===== src/rtl/interrupt_controller.sv =====
// ---------------------------------------------------------------------------
// interrupt_controller
//
// Multi-source interrupt controller sitting in front of the CPU control unit.
// It latches rising edges on the raw interrupt lines into pending flags and
// masks them with a per-source enable register. One eligible source is
// granted and its subroutine address is presented to the CPU. The controller
// then sequences the request / acknowledge / return handshake, with only one
// interrupt in service at a time.
//
// Optional feature (macro IRQ_ROUND_ROBIN_EN):
//   defined   : round-robin arbitration. The search starts one past the last
//               acknowledged source and wraps around.
//   undefined : fixed priority, where the lowest index wins. No pointer
//               register is built.
//
// Ports:
//   clk            in   system clock, rising edge
//   reset          in   asynchronous active-low reset
//   irq_src        in   raw interrupt lines (N_SRC), a rising edge requests
//   en_we          in   load en_in into the enable register
//   en_in          in   new enable mask (N_SRC)
//   int_ack        in   CPU has taken the vector
//   s_finished     in   CPU has executed return-from-interrupt
//   int_req        out  interrupt request, high only in REQ
//   dir_out        out  10-bit subroutine address of the granted source
//   s_interruption out  high in REQ and SERVICE
//   active_id      out  index of the granted / in-service source (ID_W)
//   pending        out  latched pending flags (N_SRC)
//   en_out         out  current enable register (N_SRC)
// ---------------------------------------------------------------------------
module interrupt_controller #(
  parameter int          N_SRC      = 4,
  parameter int          ID_W       = 2,
  parameter logic [9:0]  VEC_BASE   = 10'b1000000000,
  parameter logic [9:0]  VEC_STRIDE = 10'd16
) (
  input  logic              clk,
  input  logic              reset,
  input  logic [N_SRC-1:0]  irq_src,
  input  logic              en_we,
  input  logic [N_SRC-1:0]  en_in,
  input  logic              int_ack,
  input  logic              s_finished,
  output logic              int_req,
  output logic [9:0]        dir_out,
  output logic              s_interruption,
  output logic [ID_W-1:0]   active_id,
  output logic [N_SRC-1:0]  pending,
  output logic [N_SRC-1:0]  en_out
);

  typedef enum logic [1:0] {
    IDLE    = 2'd0,
    REQ     = 2'd1,
    SERVICE = 2'd2
  } state_t;

  state_t             state_q, state_d;
  logic [N_SRC-1:0]   pending_q, pending_d;
  logic [N_SRC-1:0]   en_q, en_d;
  logic [N_SRC-1:0]   prev_q, prev_d;
  logic [ID_W-1:0]    active_id_q, active_id_d;

  logic [N_SRC-1:0]   elig;
  logic [N_SRC-1:0]   rise;
  logic [N_SRC-1:0]   clr;
  logic [ID_W-1:0]    winner;
  logic [9:0]         vec_addr;
  logic               ack_taken;

`ifdef IRQ_ROUND_ROBIN_EN
  logic [ID_W-1:0]    last_q, last_d;
  int                 rr_idx;
  logic               rr_found;
`endif

  assign elig      = pending_q & en_q;
  assign rise      = irq_src & ~prev_q;
  assign ack_taken = (state_q == REQ) && int_ack;

  // Only the granted source is cleared on acknowledge. A rising edge in the
  // same cycle is OR-ed in afterwards, so the set wins over the clear.
  always_comb begin
    clr = '0;
    for (int i = 0; i < N_SRC; i++) begin
      clr[i] = ack_taken && (active_id_q == ID_W'(i));
    end
  end

  always_comb begin
    pending_d = (pending_q & ~clr) | rise;
    prev_d    = irq_src;
    en_d      = en_we ? en_in : en_q;
  end

`ifdef IRQ_ROUND_ROBIN_EN
  // Start one past the last acknowledged source and take the first eligible
  // source while wrapping. Because the pointer resets to N_SRC-1, the first
  // search begins at source 0.
  always_comb begin
    winner   = '0;
    rr_found = 1'b0;
    rr_idx   = 0;
    for (int k = 1; k <= N_SRC; k++) begin
      rr_idx = (int'(last_q) + k) % N_SRC;
      if (!rr_found && elig[rr_idx]) begin
        winner   = ID_W'(rr_idx);
        rr_found = 1'b1;
      end
    end
  end

  always_comb begin
    last_d = last_q;
    if (ack_taken) begin
      last_d = active_id_q;
    end
  end
`else
  // Fixed priority. Scanning downward lets the lowest eligible index be the
  // last one assigned.
  always_comb begin
    winner = '0;
    for (int i = N_SRC - 1; i >= 0; i--) begin
      if (elig[i]) begin
        winner = ID_W'(i);
      end
    end
  end
`endif

  // The handshake FSM. The winner is captured on the IDLE->REQ edge and held
  // through SERVICE, so the vector stays stable until the return.
  // s_finished is only honoured in SERVICE. Because of that, ack together
  // with finish in REQ only takes the ack.
  always_comb begin
    state_d     = state_q;
    active_id_d = active_id_q;
    unique case (state_q)
      IDLE: begin
        if (elig != '0) begin
          state_d     = REQ;
          active_id_d = winner;
        end
      end
      REQ: begin
        if (int_ack) begin
          state_d = SERVICE;
        end
      end
      SERVICE: begin
        if (s_finished) begin
          state_d = IDLE;
        end
      end
      default: begin
        state_d = IDLE;
      end
    endcase
  end

  always_ff @(posedge clk or negedge reset) begin
    if (!reset) begin
      state_q     <= IDLE;
      pending_q   <= '0;
      en_q        <= '1;
      prev_q      <= '0;
      active_id_q <= '0;
    end else begin
      state_q     <= state_d;
      pending_q   <= pending_d;
      en_q        <= en_d;
      prev_q      <= prev_d;
      active_id_q <= active_id_d;
    end
  end

`ifdef IRQ_ROUND_ROBIN_EN
  always_ff @(posedge clk or negedge reset) begin
    if (!reset) begin
      last_q <= ID_W'(N_SRC - 1);
    end else begin
      last_q <= last_d;
    end
  end
`endif

  // The vector wraps modulo 2^10 by construction of the 10-bit arithmetic.
  assign vec_addr = VEC_BASE + (10'(active_id_q) * VEC_STRIDE);

  always_comb begin
    int_req        = (state_q == REQ);
    s_interruption = (state_q != IDLE);
    dir_out        = (state_q == IDLE) ? 10'd0 : vec_addr;
  end

  assign active_id = active_id_q;
  assign pending   = pending_q;
  assign en_out    = en_q;

endmodule

===== config.mk =====
export PLATFORM = sky130hd
export DESIGN_NAME = interrupt_controller
export DESIGN_NICKNAME = d
export VERILOG_FILES = /design/src/rtl/interrupt_controller.sv
export SDC_FILE = /design/constraint.sdc
export NUM_CORES = 1
export LEC_CHECK = 0
export CORE_MARGIN = 1
export CORE_UTILIZATION = 40
export CTS_BUF_LIST = sky130_fd_sc_hd__clkbuf_8
export DETAILED_ROUTE_END_ITERATION = 12
export GPL_ROUTABILITY_DRIVEN = 0
export PLACE_DENSITY = 0.8
export SLEW_MARGIN = 20
export SYNTH_ARGS = -nofsm -noshare
export SYNTH_HDL_FRONTEND = slang
export SYNTH_SLANG_ARGS = --single-unit

===== constraint.sdc =====
create_clock -name clk -period 2.8 [get_ports clk]
set_clock_uncertainty 0.05 [all_clocks]
set_input_delay 0.56 -clock clk [delete_from_list [all_inputs] [get_ports clk]]
set_output_delay 0.56 -clock clk [all_outputs]
set_load 0.05 [all_outputs]

---- Yosys cells after proc, flatten, opt, wreduce, memory -nomap -nowiden ----
Cells that the tools add are included.
word-level totals
  register bits after elaboration ......... 16
  bits of input ports ..................... 13
  output and inout port bits .............. 22
  word-level logic and storage cells ...... 40
operators by class
  $add $sub $neg .......................... 1
  eq/ne operators ......................... 8
  muxes and demuxes ....................... 9
  bitwise operators ....................... 6
  reductions and logical operators ........ 11
operators with widths
  operator                 number
  $mux W2                  7
  $and A4 B4 Y4            3
  $add A10 B6 Y10 const A  1
  $mux W10                 1
  $not A4 Y4               2
  $eq A2 B2 Y1 const B     3
  $ne A2 B2 Y1 const B     3
  $pmux W2 S3              1
  $logic_and A1 B1 Y1      5
  $eq A2 B1 Y1 const B     2
  $logic_not A2 Y1         2
  $or A4 B4 Y4             1
  $reduce_bool A4 Y1       1
  $reduce_and A3 Y1        1
  $reduce_and A2 Y1        1
  $reduce_bool A2 Y1       1

---- Logic depth before layout (Yosys ltp) ----
Gate-level depths: netlist of the first run.
  word-level depth ........................ 6
  mapped depth ............................ 4
  depth with buffers taken out ............ 4

---- Worst setup path after synthesis of the first run ----
Ideal clock, no wire load.
  path type ............................... reg2out
  start point ............................. register state_q[1]
  end point ............................... output int_req
  arrival time ............................ 1.161 ns
  data required time ...................... 2.190 ns
  setup slack ............................. 1.029 ns
  cell stages (with the launch flop) ...... 2
  buffers on the path ..................... 0
  path through ............................ dfrtp_1 -> nor2b_1
on the way
  cells in the longest elaborated chain, start to end .. 1
ends and longest elaborated chain
  item                      RTL line  text
  start: declaration        59        state_t state_q, state_d;
  start signal: assignment  171       state_q <= state_d;
  $eq A2 B1 Y1              193       int_req = (state_q == REQ);
  end: declaration          45        output logic int_req,
Every way passes these cells.

---- Worst setup path in the final report of the first run ----
  start point ............................. register state_q[1]
  end point ............................... output dir_out[5]
on the way
  cells in the longest elaborated chain, start to end .. 2
ends and longest elaborated chain
  item              RTL line  text
  $logic_not A2 Y1  195       dir_out = (state_q == IDLE) ? 10'd0 : vec_addr;
  $mux W10          195
  end: declaration  46        output logic [9:0] dir_out,
Every way passes these cells.

==> results of run 1 <==
[area by class of cell]
class                      count  area (sq um)
fill                         143           559
sequential                    16           405
timing repair buffer          27           270
multi-input combinational     39           236
clock buffer                   4          55.1
inverter                       8          30.0
tap                           16          20.0
[worst max-delay path by stage]
stage	from	to	slack, ps	depth (start not counted)
3_5_place_dp	state_q[1]	dir_out[5]	590	4
4_1_cts	state_q[1]	dir_out[5]	320	4
3_3_place_gp	state_q[1]	dir_out[5]	630	4
6_report	state_q[1]	dir_out[5]	310	4
2_1_floorplan	state_q[1]	int_req	1030	1
5_1_grt	state_q[1]	dir_out[4]	230	5
[placed cells by master (no fill, tap or decap), types with 2 or more instances in the layout]
cell and instances:
sky130_fd_sc_hd__clkdlybuf4s50_1 27, sky130_fd_sc_hd__inv_1 7, sky130_fd_sc_hd__clkbuf_8 4, sky130_fd_sc_hd__dfstp_2 4
sky130_fd_sc_hd__mux2_2 4, sky130_fd_sc_hd__dfrtp_1 12, sky130_fd_sc_hd__o41ai_1 2, sky130_fd_sc_hd__o21ai_0 7
sky130_fd_sc_hd__conb_1 7, sky130_fd_sc_hd__nand2_1 8
[power by group]
| group | switching [W] | total, W | internal, W |
|---|---|---|---|
| sequential | 0.0000651 | 0.000357 | 0.000292 |
| combinational | 0.000428 | 0.000642 | 0.000214 |
| clock | 0.0000772 | 0.000202 | 0.000125 |
[cell families (layout without fill, tap and decap cells)]
group / Yosys count / count (layout) / synth area share, %
multiplexers: 4 / 4 / 6.35
AO/OA/AOI/OAI: 14 / 14 / 13.6
flip-flops: 16 / 16 / 57.1
AND/OR/NAND/NOR: 14 / 14 / 9.70
buffers and inverters: 16 / 39 / 12.7
other: 1 / 7 / 0.529
[state kept, by name, indices dropped and copies added (netlist names)]
register and flops:
state_q 2, en_out 4, pending 4, prev_q 4, active_id 2
[layer usage]
layer  routed length (microns)  vias to the layer above
met4                        25                        0
li1                          -                      261
met5                         0                        -
met2                       731                       26
met1                       651                      250
met3                        72                        2
[stage by stage]
stage / utilization (%) / power [W]
2_1_floorplan: - / 0.000801
3_3_place_gp: 61.0 / 0.000985
3_5_place_dp: 61.0 / 0.00100
4_1_cts: 64.5 / 0.00121
5_1_grt: 64.5 / 0.00126
6_report: 64.5 / 0.00120
[worst reg2reg max path, cell delays in order (launching register included)]
cell and delay [ps]:
sky130_fd_sc_hd__dfrtp_1 420, sky130_fd_sc_hd__inv_1 90, sky130_fd_sc_hd__o41ai_1 380, sky130_fd_sc_hd__o21ai_0 130
==> parameters.txt, run 1 <==
Parameter                              Value

Critical path
  Crit-path max FO ... 7
  CP Data Required Time ... 2190 ps
  Worst Path Buf+Inv ... 2
  R2R Setup Slk ... 1600 ps
  Worst path arrival time ... 1880 ps
  Delay-heaviest family, CP ... buffers and inverters
  Type of the worst setup path ... reg2out
  Reg2reg end ... pending[1]
  Number of cells traversed by the worst register-to-register path ... 3
  Reg-to-reg startpoint ... active_id[0]
  Kind of capture point of the worst setup path ... primary output
  Cell Chain, Critical Path ... nor2_2 > inv_2 > and2_2 > clkdlybuf4s50_1
  Critical Path Start Type ... flop
  Max stage delay on crit path ... 690 ps
  Slowest cell on crit path ... sky130_fd_sc_hd__clkdlybuf4s50_1

Clocking
  Max H-tree Level ... 1
  Worst skew pair latency ... 240 ps
  Clk Tree Root Cell ... sky130_fd_sc_hd__clkbuf_8
  CTS tree ... built
  Number of buffers created by CTS ... 3
  Clk sinks ... 16
  Hold-fix buffers, CTS ... 0
  Buffer depth of the longest clock path ... 2
  Number of gates resized after CTS ... 0
  Post-CTS Repair Setup Buffers ... 0
  Clock-pin slew on the worst setup and hold paths ... 60 ps

Synth
  Share of the synthesized area in the top cell type ... 42.3%
  Largest area contributor in the synthesized netlist ... sky130_fd_sc_hd__dfrtp_1
  EDFF count, synth ... 0
  Mapped cell area ... 709 sq um
  Count of cell types in the netlist ... 21
  Average cell area after synthesis ... 10.9 sq um
  Post-synth top cells ... sky130_fd_sc_hd__dfrtp_1 (12), sky130_fd_sc_hd__buf_4 (8), sky130_fd_sc_hd__nand2_1 (8)
  Dominant synthesized flop cell ... sky130_fd_sc_hd__dfrtp_1
  Count of warnings emitted by yosys ... 0
  Most frequently used cell type in the post-synthesis netlist ... sky130_fd_sc_hd__dfrtp_1
  Seq/Total Area, Yosys ... 57.1%
  Cells after synthesis ... 65
  Async S/R FF share, synth ... 100%
  Number of flip-flops and latches in the synthesized netlist ... 16
  Top cells by area in the synthesized netlist ... sky130_fd_sc_hd__dfrtp_1 (42%), sky130_fd_sc_hd__dfstp_2 (15%), sky130_fd_sc_hd__buf_4 (8.5%), sky130_fd_sc_hd__mux2_2 (6.3%), sky130_fd_sc_hd__o21ai_0 (4.9%)

Status
  Result of the run ... finished, violations left
  Violated checks ... DRC

Timing
  Final critical-path required period ... 2490 ps
  Max-slew violations ... 0
  Relative slew slack ... 52.7%
  Final setup vio count ... 0
  Maximum achievable frequency ... 0.401 GHz
  Ratio of final minimum period to clock period ... 89.0%
  Hold slack ... 366 ps
  Setup TNS ... 0 ps
  Unrepaired setup endpoints after global routing ... false
  Crit path setup slack, layout ... 309 ps
  Final Hold Violating Endpoints ... 0
  Transition time of the tightest slew-check pin ... 707 ps

Detailed routing
  Antenna viol nets, final ... 0
  Wirelength, routed ... 1480 microns
  Mean number of vias per cell ... 4.90
  Detailed-route DRC error count ... 2
  Iteration-0 DRC count of the detailed router ... 3
  Average wire length per cell after detail routing ... 13.5 microns
  Detailed-route via count ... 539
  Drt pass-1 iters ... 10

Power and ir drop
  Worst IR Drop VDD ... 0.710 mV
  Static Leak ... 0.448 nW
  Total power divided by cell area ... 1180 nW/um^2

Cells and area
  Finished Layout Cells ... 110
  Share of layout cells above drive strength 1 ... 17.0%
  Number of nets in the layout ... 108
  Number of diodes added for antenna fixing ... 0
  Layout Area Growth over Synthesis ... 43.4%
  Area of all placed cells without fillers ... 1020 sq um

Floorplan
  Starting density of the core ... 45.0%
  Vertical extent of the die ... 44.1 microns
  Total die area ... 1950 sq um
  Top-Level Pins ... 35
  Floorplan die width ... 44.1 microns
  Rows ... 14
  Area of the placeable core ... 1580 sq um

Global route
  Fraction of met3 tracks used by global routing ... 3.67%
  Wire length of the first global-routing pass ... 2460 microns
  Antenna violations before repair ... 0
  Global-route met2 utilization ... 28.5%
  Global route hottest layer ... met2
  Met1 routing resource usage after global routing ... 24.0%
  Maximum number of pins on one net before global-route repair ... 17
  All-Layer GR Usage ... 18.4%
  Number of global-route vias before repair ... 506
  Total grt overflow ... 0

Hold path
  HP Class ... reg2reg
  Endpoint, Worst Hold ... pending[0]
  Hold_sp ... prev_q[0]
  Count of cells along the worst hold path ... 1

Flow run
  Count of maximum capacitance violations ... 0

Place
  Pre-CTS WS ... 593 ps
  Number of input and output port buffers inserted ... 27
  Area after detailed placement ... 962 sq um
  DP Wirelength ... 1170 microns
  Placed cell count ... 106
(Power assumes the default switching activity.)
==> run 2, diff against run 1 <==
Settings changed: CORE_UTILIZATION 40 to 44, PLACE_DENSITY 0.8 to 0.86.
==> parameters.txt, run 2 (synthesis results as in run 1) <==
Parameter                              Value

Timing
  Setup TNS ... 0 ps
  Unrepaired setup endpoints after global routing ... false
  Maximum achievable frequency ... 0.405 GHz
  Final critical-path required period ... 2470 ps
  Final Hold Violating Endpoints ... 0
  Ratio of final minimum period to clock period ... 88.2%
  Final setup vio count ... 0
  Max-slew violations ... 0
  Relative slew slack ... 54.5%
  Transition time of the tightest slew-check pin ... 681 ps

Clocking
  CTS tree ... built
  Buffer depth of the longest clock path ... 2
  Clk sinks ... 16
  Worst skew pair latency ... 250 ps
  Hold-fix buffers, CTS ... 0
  Clock-pin slew on the worst setup and hold paths ... 60 ps
  Max H-tree Level ... 1
  Number of gates resized after CTS ... 0
  Number of buffers created by CTS ... 3
  Clk Tree Root Cell ... sky130_fd_sc_hd__clkbuf_8
  Post-CTS Repair Setup Buffers ... 0

Detailed routing
  Detailed-route via count ... 554
  Detail Route met2 WL ... 752 microns
  Mean number of vias per cell ... 5.04
  Uppermost routed layer ... met4
  Met1 Routed Length ... 597 microns
  Antenna viol nets, final ... 0
  Detailed-route DRC error count ... 0
  Wirelength, routed ... 1450 microns
  Iteration-0 DRC count of the detailed router ... 10
  Average wire length per cell after detail routing ... 13.2 microns
  Met3 WL ... 86 microns
  Drt pass-1 iters ... 4

Place
  Area after detailed placement ... 962 sq um
  DP Wirelength ... 1070 microns
  Number of input and output port buffers inserted ... 27

Critical path
  Cell Chain, Critical Path ... nor2_2 > inv_2 > and2_2 > clkdlybuf4s50_1
  Reg2reg end ... pending[3]
  Worst path arrival time ... 1860 ps
  Critical Path Start Type ... flop
  Max stage delay on crit path ... 690 ps
  Delay-heaviest family, CP ... buffers and inverters
  R2R Setup Slk ... 1610 ps
  Reg-to-reg startpoint ... state_q[1]
  Slowest cell on crit path ... sky130_fd_sc_hd__clkdlybuf4s50_1
  Worst Path Buf+Inv ... 2
  Number of cells traversed by the worst register-to-register path ... 3
  CP Data Required Time ... 2190 ps
  Kind of capture point of the worst setup path ... primary output
  Type of the worst setup path ... reg2out
  Crit-path max FO ... 7

Floorplan
  Area of the placeable core ... 1510 sq um
  Total die area ... 1780 sq um
  Starting density of the core ... 47.1%
  Top-Level Pins ... 35
  Floorplan die width ... 42.2 microns
  Vertical extent of the die ... 42.2 microns
  Rows ... 14

Power and ir drop
  Worst IR Drop VDD ... 0.534 mV
  Total power divided by cell area ... 1160 nW/um^2
  Static Leak ... 0.446 nW

Cells and area
  Number of diodes added for antenna fixing ... 0
  Area of all placed cells without fillers ... 1010 sq um
  Share of layout cells above drive strength 1 ... 16.0%
  Commonest cells after routing, fill and taps aside ... sky130_fd_sc_hd__clkdlybuf4s50_1 (27), sky130_fd_sc_hd__dfrtp_1 (12), sky130_fd_sc_hd__inv_1 (8), sky130_fd_sc_hd__nand2_1 (8)
  Number of nets in the layout ... 108
  Fillers ... 119
  Layout Area Growth over Synthesis ... 42.0%
  Most common library cell in the layout ignoring fill and taps ... sky130_fd_sc_hd__clkdlybuf4s50_1

Global route
  Number of global-route vias before repair ... 544
  All-Layer GR Usage ... 18.1%
  Wire length of the first global-routing pass ... 2340 microns
  Maximum number of pins on one net before global-route repair ... 17
  Antenna violations before repair ... 0
  Total grt overflow ... 0

Status
  Result of the run ... finished clean

Hold path
  Endpoint, Worst Hold ... pending[0]
  Hold_sp ... prev_q[0]
  HP Class ... reg2reg
  Count of cells along the worst hold path ... 1

Flow run
  Count of maximum capacitance violations ... 0
==> run 2: cell count changes in the layout (fill, tap and decap cells not counted), sizes merged <==
cell,previous run,this run
clkbuf,4,3
inv,8,9
==> run 2: worst max-delay path by stage <==
stage                     from         end  depth (start not counted)
global route        state_q[1]  dir_out[5]                          4
CTS                 state_q[1]  dir_out[5]                          4
finish              state_q[1]  dir_out[5]                          4
floorplan           state_q[1]     int_req                          1
detailed placement  state_q[1]  dir_out[5]                          4
global placement    state_q[1]  dir_out[5]                          4
==> run 2: report_power, final <==
| part | total (W) | switching [W] | internal [W] |
|---|---|---|---|
| sequential | 0.000356 | 0.0000642 | 0.000292 |
| combinational | 0.000634 | 0.000421 | 0.000214 |
| clock | 0.000175 | 0.0000774 | 0.0000972 |
==> run 2: metal layers <==
layer,GRT usage [%],vias to the layer above
met2,30.3,26
met5,0,-
met1,21.4,265
met3,4.74,2
met4,9.38,0
li1,-,261
==> run 2: worst reg2reg max path: cells and delay by family, from the launching register on <==
kind | cells | cell delay (ps)
simple gates | 1 | 230
compound gates | 2 | 340
flops | 1 | 440
==> run 2: stage by stage <==
step | util, % | hold WS [ps] | power, W | setup slack [ps] | cells
3_5_place_dp | 63.9 | 367 | 0.000993 | 600 | 106
5_1_grt | 66.9 | 401 | 0.00122 | 251 | 110
6_report | 66.9 | 369 | 0.00117 | 329 | 110
2_1_floorplan | - | 214 | 0.000801 | 1030 | 71
4_1_cts | 66.9 | 376 | 0.00117 | 323 | 110
3_3_place_gp | 63.9 | 352 | 0.000986 | 629 | 106
==> run 2: layout make-up <==
type | instances | area, sq um | area share (%)
clock inverters | 1 | 3.75 | 0.373
flip-flops and latches | 16 | 405 | 40.2
multi-input cells | 39 | 236 | 23.5
clock buffers | 3 | 41.3 | 4.10
repair buffers | 27 | 270 | 26.8
well taps | 16 | 20.0 | 1.99
inverters | 8 | 30.0 | 2.98
